--- src/rtl/demux_subtrator_pkg.sv ---
// Shared types and default sizes for the demux_subtrator datapath.
package demux_subtrator_pkg;

    localparam int W_DEF     = 4;
    localparam int CNT_W_DEF = 8;

    typedef enum logic [1:0] {
        OCIOSO  = 2'd0,
        CALCULA = 2'd1,
        ENTREGA = 2'd2
    } estado_t;

endpackage

--- src/rtl/subtrator_borrow.sv ---
// Combinational (W+1)-bit minus W-bit subtractor exposing borrow and
// overflow (difference that does not fit back into W bits).
module subtrator_borrow #(
    parameter int W = 4
) (
    input  logic [W:0]   total_i,
    input  logic [W-1:0] a_i,
    output logic [W-1:0] dif_o,
    output logic         borrow_o,
    output logic         overflow_o
);

    // One extra bit beyond the sum width keeps the borrow out of the MSB.
    logic [W+1:0] dif_full;

    assign dif_full   = {1'b0, total_i} - {2'b00, a_i};
    assign dif_o      = dif_full[W-1:0];
    assign borrow_o   = dif_full[W+1];
    assign overflow_o = ~dif_full[W+1] & dif_full[W];

endmodule

--- src/rtl/demux_subtrator.sv ---
// Recovers operand B = total - A and routes it to saidaB/saidaC by select.
// Define DEMUX_SUBTRATOR_SAT_EN to saturate overflowing differences and flag erro.
module demux_subtrator
    import demux_subtrator_pkg::*;
#(
    parameter int W     = W_DEF,
    parameter int CNT_W = CNT_W_DEF
) (
    input  logic             clk,
    input  logic             rst_n,
    input  logic             entrada_valida,
    output logic             pronto,
    input  logic [W:0]       resultado_total,
    input  logic [W-1:0]     entradaA,
    input  logic             sel_demux,
    input  logic             aceita,
    output logic [W-1:0]     saidaB,
    output logic [W-1:0]     saidaC,
    output logic             valida_B,
    output logic             valida_C,
    output logic             erro,
    output logic [CNT_W-1:0] contador
);

    estado_t          estado_q;
    logic [W:0]       total_q;
    logic [W-1:0]     a_q;
    logic             sel_q;
    logic             pronto_q;
    logic [W-1:0]     saidaB_q, saidaC_q;
    logic             valida_B_q, valida_C_q, erro_q;
    logic [CNT_W-1:0] contador_q;

    logic [W-1:0]     dif;
    logic             borrow, overflow;
    logic [W-1:0]     res_d;
    logic             erro_d;

    subtrator_borrow #(.W(W)) u_sub (
        .total_i    (total_q),
        .a_i        (a_q),
        .dif_o      (dif),
        .borrow_o   (borrow),
        .overflow_o (overflow)
    );

    always_comb begin
        res_d  = dif;
        erro_d = 1'b0;
        if (borrow) begin
            res_d  = '0;
            erro_d = 1'b1;
        end
`ifdef DEMUX_SUBTRATOR_SAT_EN
        else if (overflow) begin
            res_d  = '1;
            erro_d = 1'b1;
        end
`endif
    end

    always_ff @(posedge clk or negedge rst_n) begin
        if (!rst_n) begin
            estado_q   <= OCIOSO;
            total_q    <= '0;
            a_q        <= '0;
            sel_q      <= 1'b0;
            pronto_q   <= 1'b1;
            saidaB_q   <= '0;
            saidaC_q   <= '0;
            valida_B_q <= 1'b0;
            valida_C_q <= 1'b0;
            erro_q     <= 1'b0;
            contador_q <= '0;
        end else begin
            case (estado_q)
                OCIOSO: begin
                    if (entrada_valida) begin
                        total_q  <= resultado_total;
                        a_q      <= entradaA;
                        sel_q    <= sel_demux;
                        pronto_q <= 1'b0;
                        estado_q <= CALCULA;
                    end
                end
                CALCULA: begin
                    // Only the selected output is reloaded; the other keeps its last value.
                    if (sel_q) begin
                        saidaC_q   <= res_d;
                        valida_C_q <= 1'b1;
                    end else begin
                        saidaB_q   <= res_d;
                        valida_B_q <= 1'b1;
                    end
                    erro_q   <= erro_d;
                    estado_q <= ENTREGA;
                end
                ENTREGA: begin
                    if (aceita) begin
                        valida_B_q <= 1'b0;
                        valida_C_q <= 1'b0;
                        erro_q     <= 1'b0;
                        contador_q <= contador_q + 1'b1;
                        pronto_q   <= 1'b1;
                        estado_q   <= OCIOSO;
                    end
                end
                default: begin
                    pronto_q <= 1'b1;
                    estado_q <= OCIOSO;
                end
            endcase
        end
    end

    assign pronto   = pronto_q;
    assign saidaB   = saidaB_q;
    assign saidaC   = saidaC_q;
    assign valida_B = valida_B_q;
    assign valida_C = valida_C_q;
    assign erro     = erro_q;
    assign contador = contador_q;

endmodule

--- config.mk ---
export PLATFORM = sky130hd
export DESIGN_NAME = demux_subtrator
export DESIGN_NICKNAME = d
export VERILOG_FILES = /design/src/rtl/demux_subtrator_pkg.sv /design/src/rtl/subtrator_borrow.sv /design/src/rtl/demux_subtrator.sv
export SDC_FILE = /design/constraint.sdc
export NUM_CORES = 1
export LEC_CHECK = 0
export BUFFER_PORTS_ARGS = -buffer_cell sky130_fd_sc_hd__buf_4
export CAP_MARGIN = 20
export CORE_ASPECT_RATIO = 0.6
export CORE_MARGIN = 2
export CORE_UTILIZATION = 50
export CTS_CLUSTER_SIZE = 25
export DETAILED_ROUTE_END_ITERATION = 8
export PLACE_DENSITY = 0.86
export SETUP_SLACK_MARGIN = 0.02
export SKIP_LAST_GASP = 1
export SLEW_MARGIN = 5
export SYNTH_ARGS = -nofsm -noshare
export SYNTH_HDL_FRONTEND = slang
export SYNTH_SLANG_ARGS = --single-unit
--- constraint.sdc ---
create_clock -name clk -period 1.8 [get_ports clk]
set_input_delay 0.54 -clock clk [delete_from_list [all_inputs] [get_ports clk]]
set_output_delay 0.54 -clock clk [all_outputs]
set_load 0.02 [all_outputs]
# Word level (Yosys, flattened, before mapping)
# Cells that the tools add are included.
# totals
in_bits	14
wordCells	46
regBits	32
output_inout_bits	20
# classes
add_sub_neg	2
n_eq_ne	6
bitwise	2
n_reduce_logical	11
n_mux	14
# op_table
op	count
2-bit AND reduction	6
3-bit AND reduction	3
8-bit by 1-bit adder with 8-bit output, second input constant	1
2-bit inequality test, second input constant	4
1-bit two-way mux	6
1-bit one-hot mux with 2 select lines	3
2-bit one-hot mux with 3 select lines	1
5-bit by 4-bit subtractor with 6-bit output	1
2-bit two-way mux	2
4-bit two-way mux	1
1-bit one-hot mux with 3 select lines	1
2-bit by 1-bit == test with 1-bit output, second input constant	1
2-bit == test, second input constant	1
2-bit zero test	1
1-bit NOT	2
2-bit nonzero test	1

# Depth between registers and ports, before layout
# depth
ltp_word	3
ltp_mapped	7
ltp_nobuf	7

# Modules after synthesis
# Synthesis repeated with hierarchy kept, for this count alone.
# unflattened
hier_cells	134
area_unflattened_um2	1507.7
# by_module_without_submodules
module	area_each_um2	seq_area_each_um2	cells_each	instances
demux_subtrator	1333.8	802.0	108	1
subtrator_borrow	173.9	0.0	26	1

# Worst setup path after synthesis
# Ideal clock, no wire load.
# synth_timing
path_type	register -> register
start	register total_q[0]
end	register saidaB_q[2] (netlist: saidaB[2])
required_time_ps	1658
period_less_slack_ps	1443
stages_incl_launch_ff	8
path_buffers	0
setup_time_ps	142
setup_slack_ps	357
t_arrival_ps	1301
path_cell_list	dfrtp_1 -> inv_1 -> ha_1 -> inv_1 -> fa_1 -> xor2_1 -> mux2i_1 -> a31oi_1
# synth_via
elab_chain_len	2
# synth_rtl
item	line	source
from (decl)	demux_subtrator.sv:26	logic [W:0] total_q;
from (signal assigned)	demux_subtrator.sv:79	total_q <= resultado_total;
5-bit by 4-bit subtractor with 6-bit output	subtrator_borrow.sv:16	assign dif_full = {1'b0, total_i} - {2'b00, a_i};
4-bit two-way mux	demux_subtrator.sv:50	if (borrow) begin
to (signal assigned)	demux_subtrator.sv:92	saidaB_q <= res_d;
to (decl)	demux_subtrator.sv:30	logic [W-1:0] saidaB_q, saidaC_q;
# Every way passes these cells.
# A chain may end at the register's enable or synchronous reset.

# Final worst setup path
# Same ends and word-level chain as after synthesis.

==> results list <==
- The die covers 0.00348 sq mm.
- Counting flops and latches in the post-synthesis netlist gives 32.
- In this run the critical register-to-register path is captured at saidaB[2].
- Total global-route track usage: 0.198
* Setup crit end kind: flip-flop
- Clock tree from TritonCTS: yes
- Worst R2R Setup Slack: 0.21 ns
- During synthesis, Yosys emitted a total of 0 warnings.
- Worst hold-check path type: input port to asynchronous set/reset pin
- Post-Syn Area: 0.00151 sq mm
* CP Launch Type: flip-flop
- The H-tree was split into 2 levels.
- Synth cell types: 35
* Cts repair resizes: 0
- Period utilisation layout: 0.885
* Count of buffer and inverter cells on the critical path: 2
* CP dominant cell by count: inv_1
* Clock Latency Late Sink: 0.28 ns
- Wire length of the first global-routing pass: 4.83 mm
- The run finished with clean final reports.
- In the final routed layout, each cell accounts on average for 14.4 um.
* Total of max-cap violations: 0
- Number of nets produced by synthesis: 147
* Worst flop-to-flop path startpoint: total_q[0]
* Final core utilization: 0.656
- Number of diodes added for antenna fixing: 0
- RSZ-0062 raised after global routing: false
- Antenna violations before repair: 0
* Tmin final: 1.59 ns
- For this design the ratio of total power to cell area is 1900 mW/mm^2.
* Die Width: 74.9 um
* Residual overflow from global routing: 0
- Number of buffers between clock root and the deepest sink: 2
- Mean cell area of the mapped netlist: 11.9 sq um
- The cell family contributing the most delay on the critical path is adder cells.
- Counting flops with an async set or reset pin after synthesis yields a share of 1.00.
- Compared with the post-synthesis result, the final layout area differs by 25.1%.
- The congestion estimate from routability-driven global placement came to 0.883.
- Leakage power total: 0.933 nW
- The core region is 0.00287 sq mm.
- Before antenna repair, the detailed router went through 4 iterations.
- The via count of the first global-routing pass was 1051.
* Number of antenna-violating nets in the routed design: 0
* Number of input and output port buffers inserted: 33
- Fill cells in the final layout number 234.
- Nets: 184
- Estimated wirelength of the detail-placed design: 2.18 mm
- From bottom edge to top edge, the die measures 46.5 um.
- Cell chosen for the clock root: clkbuf_8
* Total number of clock tree sinks: 32
- Setup Total Neg Slack: 0 ns
- Hold violation count in the final report: 0
- Setup violations remaining at the end of the flow were counted as 0.
- The first routing iteration left 79 violations.
* Largest net degree at the start of global routing: 33
* Number of CTS-inserted buffers: 5
- Part of the Yosys area used for sequential elements: 0.532
* Initial Utilization: 0.525
- Clock-pin slew was measured on the worst setup and hold paths at 0.06 ns.
- The worst setup path is of the flip-flop to flip-flop kind.
- Maximum fanout count along the critical path: 3
* Req. time, crit path: 2.00 ns
- Pin placement for this block handled 34 I/O pins.
* VDD IR-drop max: 907 uV
- Transition time at the pin with the least slew margin: 0.510 ns
* Routed wire length: 2.98 mm
- Measured in cells, the most critical reg-to-reg path has a length of 7.
- The number of setup buffers added after CTS is 0.
- Via density per instance: 5.24
- In this run the tightest slew margin relative to its limit is 0.657.
* Share of cells above drive strength 1: 0.303
- On the critical path, the stage with the largest delay is an instance of dfrtp_1.
- Max-slew violations: 0
* Post-synth EDFFs: 0
* CP max stage delay: 0.37 ns
- Worst EP arrival: 1.80 ns
* Number of placement rows: 15
- Cell chain of the critical path: inv_1, ha_1, inv_1, fa_1, xor2_1, mux2i_1, a31oi_1
* Setup skew after layout: 0.00735 ns
* Residual DRC count: 0
- Highest Clock Rate: 0.628 GHz
* Cts hold-fix bufs: 0
* Via total after detailed routing: 1085
* Ys flop type: dfrtp_1
* Gate count after technology mapping: 127
[synthesized netlist by cell type, types with 3 or more instances]
| cell | n | area, sq um |
|---|---|---|
| dfrtp_1 | 31 | 776 |
| nand2_1 | 10 | 37.5 |
| inv_1 | 7 | 26.3 |
| mux2_1 | 7 | 78.8 |
| xnor2_1 | 7 | 61.3 |
| a21oi_1 | 6 | 30.0 |
| mux2i_1 | 6 | 60.1 |
| ha_1 | 5 | 62.6 |
| nand2b_1 | 4 | 25.0 |
| nor3_1 | 4 | 20.0 |
| a31oi_1 | 3 | 18.8 |
| buf_2 | 3 | 15.0 |
| mux2_2 | 3 | 33.8 |
| nand3_1 | 3 | 15.0 |
| nand3b_1 | 3 | 22.5 |
| nor2_1 | 3 | 11.3 |
[stage by stage]
step / power, mW / instance area, sq um / hold WS, ns / cells / setup slack [ns]
after floorplan: 2.43 / 1510 / 0.244 / 127 / 0.357
after global placement: 2.90 / 1790 / 0.461 / 199 / 0.240
after detailed placement: 2.98 / 1790 / 0.475 / 199 / 0.176
after CTS: 3.56 / 1880 / 0.187 / 207 / 0.169
after global routing: 3.84 / 1880 / 0.209 / 207 / 0.0721
final: 3.57 / 1880 / 0.176 / 207 / 0.207
[report_power, final]
group / switching [mW] / internal [mW]
sequential: 0.278 / 1.04
clock: 0.251 / 0.304
combinational: 0.943 / 0.758
total: 1.47 / 2.10
[cells in the final DEF, fill, tap and decap left out, types with 3 or more instances in the layout]
master | netlist | layout
buf_4 | 1 | 35
dfrtp_1 | 31 | 31
nand2_1 | 10 | 10
inv_1 | 7 | 7
mux2_1 | 7 | 7
xnor2_1 | 7 | 7
mux2i_1 | 6 | 6
a21oi_1 | 6 | 6
clkbuf_8 | 0 | 6
ha_1 | 5 | 5
nand2b_1 | 4 | 4
nor3_1 | 4 | 4
nor2_1 | 3 | 3
nand3_1 | 3 | 3
nand3b_1 | 3 | 3
a31oi_1 | 3 | 3
mux2_2 | 3 | 3
[worst max-delay path by stage]
stage	start	to	slack, ns	cells past startpoint
2_1_floorplan	total_q[0]	saidaB[2]	0.36	7
3_3_place_gp	total_q[0]	saidaB[2]	0.24	7
3_5_place_dp	total_q[2]	saidaB[0]	0.18	4
4_1_cts	total_q[2]	saidaB[0]	0.17	4
5_1_grt	total_q[0]	saidaB[2]	0.07	7
6_report	total_q[0]	saidaB[2]	0.21	7
[registers in the layout (all words and copies together), names as in the netlist]
| signal | cells |
|---|---|
| valida_C | 1 |
| erro | 1 |
| contador | 8 |
| pronto | 1 |
| saidaC | 4 |
| total_q | 5 |
| valida_B | 1 |
| sel_q | 1 |
| a_q | 4 |
| saidaB | 4 |
| estado_q | 2 |
[routing by layer]
metal  global-route usage  part of all wire  routed length (um)
met5                    0                 0                   0
met4                0.118             0.025                  76
met3               0.0481             0.053                 157
met2                0.300              0.45                1350
met1                0.260              0.47                1400
[cell families after synthesis]
group,after synthesis,synth area share
multiplexers,16,0.115
adder cells (fa/ha/maj),6,0.0548
flip-flops,32,0.532
AND/OR/NAND/NOR,36,0.137
AO/OA/AOI/OAI,17,0.0748
buffers and inverters,12,0.0399
XOR/XNOR,8,0.0465
[final cells by class]
class                   count  area (sq um)  area share
inverters                   7          26.3      0.0139
well taps                  42          52.6      0.0279
flip-flops and latches     32           802       0.426
clock inverters             2          10.0     0.00531
multi-input cells          83           648       0.344
repair buffers             35           263       0.139
clock buffers               6          82.6      0.0438
No activity file was read; power rests on OpenSTA's default activity.
